### src/rtl/ring_pkg.sv
// Shared types and helpers for the one-hot ring counter family (monitor and future generator).
// Helpers work on a MAX_N-wide container; callers zero-extend and pass their real width.
package ring_pkg;

    localparam int MAX_N     = 64;
    localparam int MAX_IDX_W = 6;

    typedef enum logic [1:0] {
        UNLOCK = 2'd0,
        TRACK  = 2'd1,
        LOCKED = 2'd2
    } ring_state_e;

    typedef struct packed {
        logic                 valid;
        logic [MAX_IDX_W-1:0] idx;
    } onehot_dec_t;

    // Rotate the low n bits left by one: bit i moves to i+1, bit n-1 wraps to bit 0.
    function automatic logic [MAX_N-1:0] rotl1(input logic [MAX_N-1:0] vec, input int n);
        logic [MAX_N-1:0] res;
        res = '0;
        for (int i = 0; i < MAX_N; i++) begin
            if (i < n) begin
                res[(i == n - 1) ? 0 : i + 1] = vec[i];
            end
        end
        return res;
    endfunction

    function automatic onehot_dec_t onehot_to_idx(input logic [MAX_N-1:0] vec, input int n);
        onehot_dec_t res;
        int          ones;
        res  = '0;
        ones = 0;
        for (int i = 0; i < MAX_N; i++) begin
            if (i < n && vec[i]) begin
                ones++;
                res.idx = res.idx | MAX_IDX_W'(i);
            end
        end
        res.valid = (ones == 1);
        return res;
    endfunction

endpackage

### src/rtl/ring_phase_monitor_if.sv
// Ring sample input and phase/status outputs of the ring phase monitor.
interface ring_phase_monitor_if #(
    parameter int N     = 4,
    parameter int IDX_W = $clog2(N),
    parameter int ERR_W = 8
);
    logic [N-1:0]     ring_in;
    logic             clr_err;
    logic [IDX_W-1:0] phase_idx;
    logic             phase_vld;
    logic             wrap_pulse;
    logic             err_onehot;
    logic             err_seq;
    logic             locked;
    logic [ERR_W-1:0] err_cnt;

    modport master (
        output ring_in, clr_err,
        input  phase_idx, phase_vld, wrap_pulse, err_onehot, err_seq, locked, err_cnt
    );

    modport slave (
        input  ring_in, clr_err,
        output phase_idx, phase_vld, wrap_pulse, err_onehot, err_seq, locked, err_cnt
    );
endinterface

### src/rtl/ring_onehot_dec.sv
// Combinational one-hot decoder: binary index of the set bit plus a strict one-hot flag.
module ring_onehot_dec #(
    parameter int N     = 4,
    parameter int IDX_W = $clog2(N)
) (
    input  logic [N-1:0]     vec,
    output logic [IDX_W-1:0] idx,
    output logic             is_onehot
);
    import ring_pkg::*;

    onehot_dec_t dec;
    logic        unused_dec;

    always_comb begin
        dec        = onehot_to_idx(MAX_N'(vec), N);
        idx        = dec.idx[IDX_W-1:0];
        is_onehot  = dec.valid;
        unused_dec = ^dec;
    end
endmodule

### src/rtl/ring_phase_monitor.sv
// Two-stage receive monitor for a one-hot rotating ring: decode, one-hot/sequence check,
// lock tracking and a saturating error count.
module ring_phase_monitor #(
    parameter int N        = 4,
    parameter int IDX_W    = $clog2(N),
    parameter int LOCK_CNT = 4,
    parameter int ERR_W    = 8
) (
    input logic                 clk,
    input logic                 n_rst,
    ring_phase_monitor_if.slave bus
);
    import ring_pkg::*;

    localparam int               CNT_W    = $clog2(LOCK_CNT + 1);
    localparam logic [CNT_W-1:0] LOCK_TGT = CNT_W'(LOCK_CNT);
    localparam logic [ERR_W-1:0] ERR_MAX  = '1;

    logic [N-1:0]     ring_q, ring_d, prev_q, prev_d, rot_prev;
    logic             clr_q, clr_d, s_vld_q, s_vld_d, prev_ok_q, prev_ok_d;
    logic [CNT_W-1:0] good_cnt_q, good_cnt_d;
    ring_state_e      state_q, state_d;
    logic [IDX_W-1:0] phase_idx_q, phase_idx_d, dec_idx;
    logic             phase_vld_q, phase_vld_d, wrap_pulse_q, wrap_pulse_d;
    logic             err_onehot_q, err_onehot_d, err_seq_q, err_seq_d, locked_q, locked_d;
    logic [ERR_W-1:0] err_cnt_q, err_cnt_d;
    logic [MAX_N-1:0] rot_full;
    logic             oh, advance, seq_bad, err, unused_rot;

    ring_onehot_dec #(.N(N), .IDX_W(IDX_W)) u_dec (
        .vec       (ring_q),
        .idx       (dec_idx),
        .is_onehot (oh)
    );

    // NOTE: every variable gets a hold/default value first so no path leaves one unassigned (no latches).
    always_comb begin
        rot_full   = rotl1(MAX_N'(prev_q), N);
        rot_prev   = rot_full[N-1:0];
        unused_rot = ^rot_full;
        advance    = oh & prev_ok_q & (ring_q == rot_prev);
        seq_bad    = oh & prev_ok_q & (ring_q != rot_prev);
        err        = s_vld_q & (!oh | seq_bad);

        // clr_err is staged with the sample so "clear and error together" refers to one sample.
        ring_d       = bus.ring_in;
        clr_d        = bus.clr_err;
        s_vld_d      = 1'b1;
        prev_d       = prev_q;
        prev_ok_d    = prev_ok_q;
        good_cnt_d   = good_cnt_q;
        state_d      = state_q;
        phase_idx_d  = phase_idx_q;
        phase_vld_d  = phase_vld_q;
        wrap_pulse_d = wrap_pulse_q;
        err_onehot_d = err_onehot_q;
        err_seq_d    = err_seq_q;
        locked_d     = locked_q;
        err_cnt_d    = err_cnt_q;

        if (clr_q) begin
            err_cnt_d = '0;
        end else if (err && err_cnt_q != ERR_MAX) begin
            err_cnt_d = err_cnt_q + 1'b1;
        end

        if (s_vld_q) begin
            phase_vld_d  = oh;
            err_onehot_d = !oh;
            err_seq_d    = seq_bad;
            wrap_pulse_d = oh & prev_ok_q & ring_q[0] & prev_q[N-1];
            if (oh) begin
                phase_idx_d = dec_idx;
            end
            prev_d    = ring_q;
            prev_ok_d = oh;

            unique case (state_q)
                UNLOCK: begin
                    good_cnt_d = '0;
                    if (oh) state_d = TRACK;
                end
                TRACK: begin
                    if (advance) begin
                        good_cnt_d = good_cnt_q + 1'b1;
                        if (good_cnt_q == LOCK_TGT - 1'b1) state_d = LOCKED;
                    end
                end
                LOCKED:  state_d = LOCKED;
                default: state_d = UNLOCK;
            endcase

            if (err) begin
                state_d    = UNLOCK;
                good_cnt_d = '0;
            end
            locked_d = (state_d == LOCKED);
        end
    end

    // NOTE: sequential state uses non-blocking assignments so all flops update from pre-edge values.
    always_ff @(posedge clk or negedge n_rst) begin
        if (!n_rst) begin
            ring_q       <= '0;
            clr_q        <= 1'b0;
            s_vld_q      <= 1'b0;
            prev_q       <= '0;
            prev_ok_q    <= 1'b0;
            good_cnt_q   <= '0;
            state_q      <= UNLOCK;
            phase_idx_q  <= '0;
            phase_vld_q  <= 1'b0;
            wrap_pulse_q <= 1'b0;
            err_onehot_q <= 1'b0;
            err_seq_q    <= 1'b0;
            locked_q     <= 1'b0;
            err_cnt_q    <= '0;
        end else begin
            ring_q       <= ring_d;
            clr_q        <= clr_d;
            s_vld_q      <= s_vld_d;
            prev_q       <= prev_d;
            prev_ok_q    <= prev_ok_d;
            good_cnt_q   <= good_cnt_d;
            state_q      <= state_d;
            phase_idx_q  <= phase_idx_d;
            phase_vld_q  <= phase_vld_d;
            wrap_pulse_q <= wrap_pulse_d;
            err_onehot_q <= err_onehot_d;
            err_seq_q    <= err_seq_d;
            locked_q     <= locked_d;
            err_cnt_q    <= err_cnt_d;
        end
    end

    assign bus.phase_idx  = phase_idx_q;
    assign bus.phase_vld  = phase_vld_q;
    assign bus.wrap_pulse = wrap_pulse_q;
    assign bus.err_onehot = err_onehot_q;
    assign bus.err_seq    = err_seq_q;
    assign bus.locked     = locked_q;
    assign bus.err_cnt    = err_cnt_q;
endmodule

### src/flat_wrapper.sv
// flat-port wrapper written by rule: the top's interface ports become plain ports
module ring_phase_monitor_flat import ring_pkg::*;
#(
    parameter int N        = 4,
    parameter int IDX_W    = $clog2(N),
    parameter int LOCK_CNT = 4,
    parameter int ERR_W    = 8
)
  (clk, n_rst, bus_ring_in, bus_clr_err, bus_phase_idx, bus_phase_vld, bus_wrap_pulse, bus_err_onehot, bus_err_seq, bus_locked, bus_err_cnt);
  ring_phase_monitor_if #(.N(N), .IDX_W(IDX_W), .ERR_W(ERR_W)) bus_i ();
  input logic clk;
  input logic n_rst;
  input wire logic [$bits(bus_i.ring_in)-1:0] bus_ring_in;
  input wire logic [$bits(bus_i.clr_err)-1:0] bus_clr_err;
  output wire logic [$bits(bus_i.phase_idx)-1:0] bus_phase_idx;
  output wire logic [$bits(bus_i.phase_vld)-1:0] bus_phase_vld;
  output wire logic [$bits(bus_i.wrap_pulse)-1:0] bus_wrap_pulse;
  output wire logic [$bits(bus_i.err_onehot)-1:0] bus_err_onehot;
  output wire logic [$bits(bus_i.err_seq)-1:0] bus_err_seq;
  output wire logic [$bits(bus_i.locked)-1:0] bus_locked;
  output wire logic [$bits(bus_i.err_cnt)-1:0] bus_err_cnt;
  assign bus_i.ring_in = bus_ring_in;
  assign bus_i.clr_err = bus_clr_err;
  assign bus_phase_idx = bus_i.phase_idx;
  assign bus_phase_vld = bus_i.phase_vld;
  assign bus_wrap_pulse = bus_i.wrap_pulse;
  assign bus_err_onehot = bus_i.err_onehot;
  assign bus_err_seq = bus_i.err_seq;
  assign bus_locked = bus_i.locked;
  assign bus_err_cnt = bus_i.err_cnt;
  ring_phase_monitor #(.N(N), .IDX_W(IDX_W), .LOCK_CNT(LOCK_CNT), .ERR_W(ERR_W)) u_core (.clk(clk), .n_rst(n_rst), .bus(bus_i));
endmodule
### config.mk
export PLATFORM = sky130hd
export DESIGN_NAME = ring_phase_monitor_flat
export DESIGN_NICKNAME = d
export VERILOG_FILES = /design/src/rtl/ring_pkg.sv /design/src/rtl/ring_phase_monitor_if.sv /design/src/rtl/ring_onehot_dec.sv /design/src/rtl/ring_phase_monitor.sv /design/src/flat_wrapper.sv
export SDC_FILE = /design/constraint.sdc
export NUM_CORES = 1
export LEC_CHECK = 0
export ABC_CLOCK_PERIOD_IN_PS = 2750
export CAP_MARGIN = 20
export CORE_ASPECT_RATIO = 0.75
export CORE_MARGIN = 5
export CORE_UTILIZATION = 48
export DETAILED_ROUTE_END_ITERATION = 10
export PLACE_DENSITY = 0.74
export RECOVER_POWER = 100
export SLEW_MARGIN = 20
export SYNTH_ARGS = -nofsm -noshare
export SYNTH_HDL_FRONTEND = slang
export SYNTH_HIERARCHICAL = 1
export SYNTH_SLANG_ARGS = --single-unit
export TNS_END_PERCENT = 30
### constraint.sdc
create_clock -name clk -period 2.75 [get_ports clk]
set_input_delay 0.4125 -clock clk [delete_from_list [all_inputs] [get_ports clk]]
set_output_delay 0.4125 -clock clk [all_outputs]
set_load 0.01 [all_outputs]
Yosys cells after proc, flatten, opt, wreduce, memory -nomap -nowiden
Cells that the tools add are included.
W data, S select, Z words.

operators by class
  eq/ne operators = 9
  bitwise logic cells = 7
  multiplexer cells = 18
  reduce and logical (&&, ||, !) cells = 7
  add/subtract/negate cells = 5

operators by type and width
  kind                     number
  $add A32 B2 Y32 const B  3
  $mux W32                 3
  $eq A32 B2 Y1 const B    1
  $mux W8                  2
  $mux W2                  7
  $add A8 B1 Y8 const B    1
  $ne A8 B8 Y1 const B     1
  $and A1 B1 Y1            6
  $mux W3                  2
  $pmux W2 S3              1
  $pmux W3 S2              1
  $eq A2 B2 Y1 const B     2
  $eq A4 B4 Y1             1
  $ne A4 B4 Y1             1
  $add A3 B1 Y3 const B    1
  $eq A3 B2 Y1 const B     1
  $ne A3 B1 Y1 const B     1
  $reduce_and A3 Y1        1
  $reduce_bool A3 Y1       1
  $eq A2 B1 Y1 const B     1
  $logic_not A2 Y1         1
  $mux W1                  2
  $reduce_and A2 Y1        1
  $reduce_bool A2 Y1       1
  3 further kinds          3

word-level totals
  input port bits = 7
  register bits after elaboration = 30
  output and inout bits = 15

Logic depth before layout (Yosys ltp)
  depth after elaboration = 15
  depth in mapped cells = 12
  gate-level depth less buffers = 12

Cells and area by module
Netlist, hierarchy kept.

by module, submodules not included
  module              seq. area each (um^2)  cells each  area each (um^2)  times used
  ring_phase_monitor  750.7                  121         1422.6            1
  ring_onehot_dec     0.0                    15          116.4             1

Worst setup path after synthesis
No wires, ideal clock.

  kind = register to register
  from = register u_core.ring_q[0]
  to = register u_core.good_cnt_q[0]
  buffers on the path = 1
  path slack = 0.071 ns
  stages on the path, launching flop included = 13
  data arrival time = 2.597 ns
  path through = dfrtp_1 inv_1 ha_1 xnor2_1 inv_1 ha_1 nand3b_1 o32ai_2 buf_2 nand2_1 nor3_1 a21oi_1 a31oi_1

between the ends
  word-level cells in the longest chain between the ends = 14
  elaborated cells on any way between the ends = 20

ends and longest elaborated chain
  item                                                                        line                                                text
  from (decl)                                                                 ring_phase_monitor.sv:19                            logic [N-1:0] ring_q, ring_d, prev_q, prev_d, rot_prev;
  from (signal assigned)                                                      ring_phase_monitor.sv:119                           ring_q <= ring_d;
  $mux W1 (*)                                                                 ring_pkg.sv:37                                      if (i < n && vec[i]) begin
  $add A32 B2 Y32                                                             ring_pkg.sv:38                                      ones++;
  $mux W32 (*)                                                                ring_pkg.sv:37
  $add A32 B2 Y32                                                             ring_pkg.sv:38
  $mux W32 (*)                                                                ring_pkg.sv:37
  $add A32 B2 Y32                                                             ring_pkg.sv:38
  $mux W32 (*)                                                                ring_pkg.sv:37
  $eq A32 B2 Y1 (*)                                                           ring_pkg.sv:42                                      res.valid = (ones == 1);
  via u_core.oh                                                               ring_phase_monitor.sv:28                            logic oh, advance, seq_bad, err, unused_rot;
  $and A1 B1 Y1                                                               ring_phase_monitor.sv:41, ring_phase_monitor.sv:42
  $and A1 B1 Y1                                                               ring_phase_monitor.sv:42                            seq_bad = oh & prev_ok_q & (ring_q != rot_prev);
  $or A1 B1 Y1                                                                ring_phase_monitor.sv:43                            err = s_vld_q & (!oh | seq_bad);
  $and A1 B1 Y1                                                               ring_phase_monitor.sv:43
  $ne A3 B1 Y1 (no source line) / $reduce_bool A3 Y1 (equally long branches)  -
  $reduce_and A3 Y1 (no source line)                                          -
  to (signal assigned)                                                        ring_phase_monitor.sv:124                           good_cnt_q <= good_cnt_d;
  to (decl)                                                                   ring_phase_monitor.sv:21                            logic [CNT_W-1:0] good_cnt_q, good_cnt_d;

Mark *: on every way through the listed nets, which the timed path passes. The rest lies on a longest branch.
A chain may end at the register's enable or synchronous reset.

Final worst setup path
  from = register u_core.ring_q[0]
  to = register u_core.err_cnt_q[5] (netlist: u_core/bus.err_cnt[5])

between the ends
  word-level cells in the longest chain between the ends = 14
  elaborated cells on any way between the ends = 16

ends and longest elaborated chain
  item                                     line                       text
  $mux W1 (*)                              ring_pkg.sv:37
  $add A32 B2 Y32                          ring_pkg.sv:38
  $mux W32 (*)                             ring_pkg.sv:37
  $add A32 B2 Y32                          ring_pkg.sv:38
  $mux W32 (*)                             ring_pkg.sv:37
  $add A32 B2 Y32                          ring_pkg.sv:38
  $mux W32 (*)                             ring_pkg.sv:37
  $eq A32 B2 Y1 (*)                        ring_pkg.sv:42
  via u_core.oh                            ring_phase_monitor.sv:28
  $and A1 B1 Y1 (2 in a row)               ring_phase_monitor.sv:42
  $or A1 B1 Y1 (*)                         ring_phase_monitor.sv:43
  $and A1 B1 Y1 (*)                        ring_phase_monitor.sv:43
  $logic_and A1 B1 Y1 (*)                  ring_phase_monitor.sv:63   end else if (err && err_cnt_q != ERR_MAX) begin
  $reduce_bool A2 Y1 (no source line) (*)  -
  to (signal assigned)                     ring_phase_monitor.sv:132  err_cnt_q <= err_cnt_d;
  to (decl)                                ring_phase_monitor.sv:26   logic [ERR_W-1:0] err_cnt_q, err_cnt_d;

Marked as above.

==> impl_metrics.tcl <==
set metrics [dict create \
    clockBufferDepth 2 \
    wl_per_cell_um 14.24 \
    path_class "reg -> reg" \
    place_area_um2 1821 \
    setup_viol 0 \
    initialDrtViolationCount 95 \
    timing.fmax_mhz 392.9 \
    ioPinCount 22 \
    clkLatencyLatePin_ns 0.28 \
    io_buffers 21 \
    cp.required_ns 2.92 \
    grt_overflow 0 \
    p_leak_nw 0.8575 \
    holdWs_ns 0.4922 \
    ant_nets 0 \
    min_path_type "reg -> reg" \
    ys_seq_area_share_pct 48.78 \
    vias_per_cell 5.239 \
    power_frac_seq_pct 48.5 \
    antenna_found_initial 0 \
    via_count 1074 \
    synth_warnings 6 \
    cts_tree "yes" \
    coreArea_um2 3020 \
    nFillCells 242 \
    slowest_delay_ns 0.37 \
    rsz0062_at_grt "no" \
    hpwl_mm 2.106 \
    clockRootBuffer "clkbuf_8" \
    synthFlopType "dfrtp_1" \
    yosysMostFrequentCell "dfrtp_1" \
    dr.pass1.iters 4 \
    die_w_um 75.38 \
    synth_edf_count 0 \
    drv_cap 1 \
    slew_violations 31 \
    hold_violations 0 \
    fin_area_um2 1913 \
    cp-end-kind "register" \
    first_global_vias 1124 \
    critPathMostFrequentCell "ha_1" \
    async_flop_share_pct 100.0 \
    die_h_um 59.04 \
    min_period_ns 2.545 \
    critPathTopFamily "compound AO/OA/AOI/OAI gates" \
    regArea_um2 750.7 \
    area.growth.synth_to_final_pct 24.31 \
    p_sw_mw 0.2996 \
    yosysTopAreaCell "dfrtp_1" \
    synth.area.top_cells "dfrtp_1 (49%), ha_1 (4.9%), mux2_2 (4.4%)" \
    cts.hold.buffers_added 0 \
    clkSlewWorstSetupHoldPaths_ns 0.06 \
    combPwrFrac_pct 20.3 \
    irDropWorstVdd_mv 0.3573 \
    outcome "finished, violations left" \
    synth_top_cells_by_count "dfrtp_1 (30), inv_1 (12), nand2_1 (9), nor2_1 (9)" \
    skew_ns 0.003684 \
    path_cells "buf_4 -> ha_1 -> nor2_1 -> a21oi_2 -> ha_1 -> nand3b_1 -> o32ai_2 -> nand2b_1 -> o211ai_1 -> a21oi_4 -> nand4_1 -> mux2_1" \
    power.total_mw 1.056 \
    htreeDepth 2 \
    tightestPinTransition_ns 1.566 \
    cts_sinks 30 \
    yosys.cell_types.count 38 \
    synth_top_area_share_pct 48.78 \
    start_util_pct 50.95 \
    drcViolationCount 0 \
    gp_congestion 0.7697 \
    slew_headroom_pct -4.384 \
    cp_slowest_cell "dfrtp_1" \
    p_int_mw 0.7563 \
    p_per_area_nw_per_um2 551.9 \
    syn_avg_cell_area_um2 11.32 \
    place_ws_ns 0.1967 \
    cp-start-kind "register" \
    finalCritPeriodShare_pct 92.55 \
    multi_input_comb_area_um2 738.2 \
    fin_util_pct 63.34 \
    setup_tns_ns 0 \
    grt_pass1_wl_mm 5.168 \
    syn-cell-area_um2 1539 \
    violations "max-capacitance violations, max-slew violations" \
    nNetsFinal 180 \
    clkPwrFrac_pct 31.2 \
    totalWireLength_mm 2.919 \
    place_inst 198 \
    ys_seq_elements 30 \
    postLayoutSetupSlackWorst_ns 0.2048 \
    die_area_um2 4450 \
    post_cts_buffers 0 \
    cts_buffers 5 \
    worst_ep_arrival_time_ns 2.71 \
    switching_share_pct 28.37 \
    path_max_fanout 6 \
    layoutNonFillerInstCount 205 \
    grt_start_max_net_pins 31 \
    syn_inst 136 \
    n_antenna_cell 0 \
    syn_nets 149 \
    row_count 17 \
    drive_above_1_share_pct 18.56 \
    gr-usage-all-layers_pct 15.83 \
    path_buf_inv 1 \
]
power by group through the flow:
| stage | Clock, mW | Sequential (mW) | Combinational, mW |
|---|---|---|---|
| CTS | 0.337 | 0.513 | 0.223 |
| floorplan | 0 | 0.525 | 0.117 |
| finish | 0.330 | 0.512 | 0.214 |
| detailed placement | 0 | 0.520 | 0.220 |
| global route | 0.360 | 0.519 | 0.236 |
| global placement | 0 | 0.517 | 0.216 |
cell usage in the layout, fill, tap and decap left out, types with 3 or more instances in the layout:
| master | count |
|---|---|
| ha_1 | 6 |
| buf_4 | 5 |
| and3_1 | 3 |
| nor2_1 | 9 |
| clkbuf_8 | 5 |
| dfrtp_1 | 30 |
| inv_1 | 12 |
| xnor2_1 | 4 |
| mux2i_1 | 3 |
| a21oi_1 | 4 |
| xor2_2 | 4 |
| clkbuf_1 | 4 |
| nand4_1 | 5 |
| nand3_1 | 6 |
| mux2_2 | 6 |
| nand2_1 | 9 |
| o21ai_0 | 3 |
| dlygate4sd3_1 | 21 |
area by class of cell:
cell class              instances  area share [%]
flip-flops and latches         30           39.24
inverters                      12           2.354
repair buffers                 28           13.34
multi-input cells              90           38.59
well taps                      38           2.485
clock buffers                   7           3.990
state kept, by name, indices dropped and copies added (netlist names):
signal                 count
u_core/bus.phase_vld       1
u_core/bus.locked          1
u_core/prev_q              4
u_core/s_vld_q             1
u_core/bus.err_seq         1
u_core/ring_q              4
u_core/bus.err_onehot      1
u_core/good_cnt_q          3
u_core/bus.phase_idx       2
u_core/bus.wrap_pulse      1
u_core/clr_q               1
u_core/state_q             2
u_core/bus.err_cnt         8
logic make-up (layout without fill, tap and decap cells):
logic type	Yosys count	after routing	synth area share, %
AOI/OAI and AO/OA	21	21	11.55
xor gates and xnor gates	10	10	7.642
adders and majority gates	6	6	4.878
buffers and inverters	16	47	4.796
DFF	30	30	48.78
muxes	11	11	7.805
other	1	1	0.2437
and+or+nand+nor	41	41	14.31
worst paths after layout:
path	start	endpoint	slack, ns	cells past startpoint
setup / recovery	u_core/ring_q[0]	u_core/bus.err_cnt[5]	0.20	12
hold / removal	u_core/good_cnt_q[2]	u_core/good_cnt_q[2]	0.49	1
setup reg to reg	u_core/ring_q[0]	u_core/bus.err_cnt[5]	0.20	12
hold reg to reg	u_core/good_cnt_q[2]	u_core/good_cnt_q[2]	0.49	1
max in group asynchronous	n_rst	u_core/bus.phase_vld	0.79	2
min in group asynchronous	n_rst	u_core/ring_q[2]	1.05	2
timing repair:
action / CTS / global route
endpoints found under the hold margin: 0 / 0
endpoints found under the setup margin: 0 / 4
gates resized for setup: 0 / 4
routing by layer:
layer  GRT usage, %  routed length [um]  up-vias
li1               -                   -      531
met4          8.479                  67        0
met1          19.61                1381      516
met3          5.254                 123        8
met2          24.35                1346       19
met5              0                   0        -
(Power assumes the default switching activity.)
